--- src/rtl/mult_share_ctrl.sv ---
// mult_share_ctrl: round-robin sharing of one 4x4 Multiplier between two requesters
// Also holds the shared 4x4 unsigned array Multiplier (a, b -> p).

module Multiplier (
  input  logic [3:0] a,
  input  logic [3:0] b,
  output logic [7:0] p
);
  logic [3:0] pp [4];
  for (genvar i = 0; i < 4; i++) begin : g_pp
    assign pp[i] = a & {4{b[i]}};
  end
  assign p = {4'b0, pp[0]} + {3'b0, pp[1], 1'b0} + {2'b0, pp[2], 2'b0} + {1'b0, pp[3], 3'b0};
endmodule

module mult_share_ctrl #(
  parameter int CNT_W = 8
) (
  input  logic             clk,
  input  logic             rst_n,
  input  logic             req0,
  input  logic [3:0]       a0,
  input  logic [3:0]       b0,
  output logic             gnt0,
  input  logic             req1,
  input  logic [3:0]       a1,
  input  logic [3:0]       b1,
  output logic             gnt1,
  output logic [7:0]       p_out,
  output logic             p_valid,
  output logic             p_id,
  input  logic             p_ready,
  output logic             busy,
  output logic [CNT_W-1:0] ops_cnt
);
  typedef enum logic [1:0] {IDLE, CALC, DONE} state_t;
  state_t           state_q;
  logic [3:0]       op_a_q, op_b_q;
  logic             op_id_q, last_id_q, gnt0_q, gnt1_q, p_valid_q, p_id_q;
  logic [7:0]       p_out_q, prod;
  logic [CNT_W-1:0] ops_cnt_q;
  logic             win;
  Multiplier u_mul (.a(op_a_q), .b(op_b_q), .p(prod));
  // a tie goes to whoever was not served last
  assign win = (req0 && req1) ? !last_id_q : req1;
  always_ff @(posedge clk or negedge rst_n) begin
    if (!rst_n) begin
      state_q   <= IDLE;
      op_a_q    <= '0;
      op_b_q    <= '0;
      op_id_q   <= 1'b0;
      last_id_q <= 1'b1;
      gnt0_q    <= 1'b0;
      gnt1_q    <= 1'b0;
      p_out_q   <= '0;
      p_valid_q <= 1'b0;
      p_id_q    <= 1'b0;
      ops_cnt_q <= '0;
    end else begin
      case (state_q)
        IDLE: if (req0 || req1) begin
          op_a_q  <= win ? a1 : a0;
          op_b_q  <= win ? b1 : b0;
          op_id_q <= win;
          gnt0_q  <= !win;
          gnt1_q  <= win;
          state_q <= CALC;
        end
        CALC: begin
          p_out_q   <= prod;
          p_id_q    <= op_id_q;
          p_valid_q <= 1'b1;
          gnt0_q    <= 1'b0;
          gnt1_q    <= 1'b0;
          state_q   <= DONE;
        end
        DONE: if (p_valid_q && p_ready) begin
          p_valid_q <= 1'b0;
          last_id_q <= op_id_q;
          ops_cnt_q <= ops_cnt_q + CNT_W'(1);
          state_q   <= IDLE;
        end
        default: state_q <= IDLE;
      endcase
    end
  end
  assign gnt0    = gnt0_q;
  assign gnt1    = gnt1_q;
  assign p_out   = p_out_q;
  assign p_valid = p_valid_q;
  assign p_id    = p_id_q;
  assign busy    = state_q != IDLE;
  assign ops_cnt = ops_cnt_q;
endmodule

--- config.mk ---
export PLATFORM = sky130hd
export DESIGN_NAME = mult_share_ctrl
export DESIGN_NICKNAME = d
export VERILOG_FILES = /design/src/rtl/mult_share_ctrl.sv
export SDC_FILE = /design/constraint.sdc
export NUM_CORES = 1
export LEC_CHECK = 0
export BUFFER_PORTS_ARGS = -buffer_cell sky130_fd_sc_hd__buf_2
export CAP_MARGIN = 20
export CORE_MARGIN = 8
export CORE_UTILIZATION = 45
export CTS_CLUSTER_DIAMETER = 120
export DETAILED_ROUTE_END_ITERATION = 8
export PLACE_DENSITY = 0.71
export SYNTH_ARGS = -nofsm -noshare
export SYNTH_HDL_FRONTEND = slang
export SYNTH_SLANG_ARGS = --single-unit
--- constraint.sdc ---
create_clock -name clk -period 3.55 [get_ports clk]
set_input_delay 0.1775 -clock clk [delete_from_list [all_inputs] [get_ports clk]]
set_output_delay 0.1775 -clock clk [all_outputs]
set_load 0.005 [all_outputs]
==> flow_metrics.py <==
metrics = {
    "run_status": {
        "status": "finished clean",
    },
    "worst_setup_path": {
        "arrival_ns": 3.11,
        "r2r_slack_ns": 0.58,
        "cp-start-kind": "flop",
        "end_kind": "flop",
        "cp.required_ns": 3.69,
        "crit_path_start": "op_b_q[0]$_DFFE_PN0P_",
        "r2r_cells": 10,
        "crit_type": "reg -> reg",
        "crit_path_max_fanout": 5,
        "regToRegStartpoint": "op_b_q[0]$_DFFE_PN0P_",
    },
    "power_and_ir_drop": {
        "p_sw_uw": 783,
        "swShare": 0.394,
        "p_per_area_nw_per_um2": 921,
        "combPwrFrac": 0.501,
        "ir_drop_mv": 0.367,
        "pwr-share-clk": 0.170,
        "leakagePower_nw": 1.09,
        "total_power_mw": 1.99,
        "cell_internal_pwr_mw": 1.20,
        "sequentialPowerShare": 0.329,
    },
    "cts": {
        "numCtsBuffers": 5,
        "h-tree-depth": 2,
        "cts_num_sinks": 32,
        "root_buffer": "clkbuf_8",
        "cts_resized": 0,
        "cts_hold_buf": 1,
        "insertion_delay_ns": 0.28,
        "tritoncts": "built",
        "post_cts_buffers": 0,
        "clkTransAtPathRegs_ns": 0.07,
        "cts_buffer_depth": 2,
    },
    "place": {
        "pre_cts_slack_ns": 0.590,
        "gp_congestion": 0.771,
        "io_buffers": 41,
        "hpwl_mm": 2.84,
    },
    "hold_path": {
        "min-delay-start": "p_ready",
        "hold_depth": 4,
        "min_path_type": "in -> reg",
    },
    "synth": {
        "ys_ff_latch": 32,
        "synthCells": 165,
        "ys_types": 36,
        "synth.largest_area_cell": "dfrtp_1",
        "yosysSeqAreaShare": 0.447,
        "syn_area_per_cell_um2": 10.9,
        "synth_fp_nets": 200,
        "ys_warn_count": 0,
        "synth_top_area_frac": 0.432,
        "synth_area_leaders": "dfrtp_1 (43%), mux2_2 (9.4%), nand2_1 (6.5%)",
        "netlist_area_um2": 1790,
    },
    "timing": {
        "slew_violations": 0,
        "relSlewSlack": 0.539,
        "clock_skew_ns": 0.00865,
        "worst_pin_slew_ns": 0.692,
        "setup_tns_ns": 0,
        "fin_crit_ns": 2.97,
        "rsz0062_at_grt": "false",
        "fmax_ghz": 0.337,
        "fin_crit_sh": 0.837,
        "final_hold_viol_count": 0,
        "setup_viol": 0,
        "worst_slack_ns": 0.579,
    },
    "layout": {
        "antenna_cells": 0,
        "final_nets": 245,
        "drive_gt1_frac": 0.336,
        "syn2layout_area_growth_pct": 20.2,
        "utilization": 0.551,
    },
    "grt": {
        "grt_overflow": 0,
        "grtUsageTotal": 0.130,
        "antenna_found_initial": 0,
        "grt_pass1_vias": 1370,
        "grt_pass1_wl_mm": 6.41,
        "grt_max_degree": 33,
    },
    "floorplanning": {
        "dieHeight_um": 79.1,
        "dieArea_um2": 6260,
        "start_util": 0.458,
        "core_area_um2": 3910,
        "num_rows": 23,
        "io_pins": 42,
        "die_w_um": 79.1,
    },
    "drt": {
        "drt-pass1-iter-count": 2,
        "drt_iter0_markers": 37,
        "viasPerCell": 5.02,
        "vias": 1310,
        "antenna_left": 0,
        "finalWirelength_mm": 3.65,
        "routedWlPerCell_um": 14.0,
        "drc": 0,
    },
    "flow_run": {
        "maxCapViolCount": 0,
    },
}
## layer usage
layer / vias to the layer above / track usage / wire length, um
li1: 646 / - / -
met1: 631 / 0.153 / 1660
met2: 28 / 0.206 / 1700
met3: 5 / 0.0440 / 230
met4: 0 / 0.0667 / 57
met5: - / 0 / 0
## power groups by stage
stage	clock [mW]	sequential (mW)	combinational (mW)
after floorplan	0	0.637	0.730
final	0.338	0.653	0.995
after CTS	0.344	0.655	1.02
after detailed placement	0	0.660	1.01
after global routing	0.360	0.683	1.16
after global placement	0	0.654	0.979
## placed cells by master, fill, tap and decap left out, types with 2 or more instances in the layout
| master | instances |
|---|---|
| nand3_1 | 2 |
| clkbuf_8 | 5 |
| nand4_1 | 5 |
| nor2_1 | 3 |
| ha_1 | 9 |
| a21oi_1 | 6 |
| fa_1 | 5 |
| inv_1 | 7 |
| dfrtp_1 | 31 |
| xnor2_1 | 7 |
| and2_1 | 12 |
| xor2_1 | 3 |
| o21ai_0 | 5 |
| buf_2 | 41 |
| and3_1 | 2 |
| nand2_1 | 31 |
| mux2_2 | 15 |
## registers in the layout (all words and copies together), names as in the netlist
name	flops
gnt0	1
gnt1	1
last_id_q	1
op_a_q	4
op_b_q	4
op_id_q	1
ops_cnt	8
p_id	1
p_out	8
p_valid	1
state_q	2
## Yosys cell counts
library cell	count
mux2_1	1
or3b_4	1
buf_2	1
clkbuf_1	2
nand2_1	31
and4b_2	1
nor2b_1	1
and2_1	12
and4bb_2	1
o2111ai_1	1
o21ai_0	5
nand3_1	2
nor2_8	1
nand4_1	5
nand4b_1	1
or2_1	1
and2b_2	1
ha_1	9
dfstp_2	1
or4_1	1
nor2_1	3
fa_1	5
buf_6	1
o211a_1	1
a21oi_1	6
dfrtp_1	31
xor2_1	3
and3_1	2
nand2b_1	1
mux2_2	15
or2_2	1
inv_1	7
xnor2_1	7
a21o_1	1
a21boi_2	1
nand3b_1	1
## critical path: stages (launching register included)
cell and delay, ns:
dfrtp_1 0.42, and2_1 0.18, ha_1 0.22, fa_1 0.40, xor2_1 0.18, fa_1 0.55
ha_1 0.17, inv_1 0.06, fa_1 0.41, xor2_1 0.16, o21ai_0 0.08
## metrics by stage
step | area [um2] | instances | hold WS, ns
after floorplan | 1790 | 165 | -0.118
after global placement | 2040 | 252 | 0.269
after detailed placement | 2040 | 252 | 0.267
after CTS | 2160 | 261 | 0.192
after global routing | 2160 | 261 | 0.213
final | 2160 | 261 | 0.200
## final timing paths
check,endpoint
min,state_q[1]$_DFFE_PN0P_
max,p_out[5]$_DFFE_PN0P_
min in group asynchronous,state_q[0]$_DFFE_PN0P_
min reg2reg,p_out[3]$_DFFE_PN0P_
max in group asynchronous,op_b_q[1]$_DFFE_PN0P_
max reg2reg,p_out[5]$_DFFE_PN0P_
## area by class of cell
cell class | instances | area, um2
Clock buffer | 6 | 72.6
Sequential cell | 32 | 802
Clock inverter | 2 | 35.0
Fill cell | 363 | 1760
Timing Repair Buffer | 42 | 215
Inverter | 7 | 26.3
Tap cell | 50 | 62.6
Multi-Input combinational cell | 122 | 942
## kinds of logic (layout without fill, tap and decap cells)
family	Yosys count	after routing	synth area share
adder cells (fa/ha/maj)	14	14	0.119
buffers and inverters	11	57	0.0279
AND/OR/NAND/NOR	67	67	0.206
flip-flops	32	32	0.447
AO/OA/AOI/OAI	15	15	0.0516
XOR/XNOR	10	10	0.0488
multiplexers	16	16	0.100
Power figures use the tool's default switching activity.
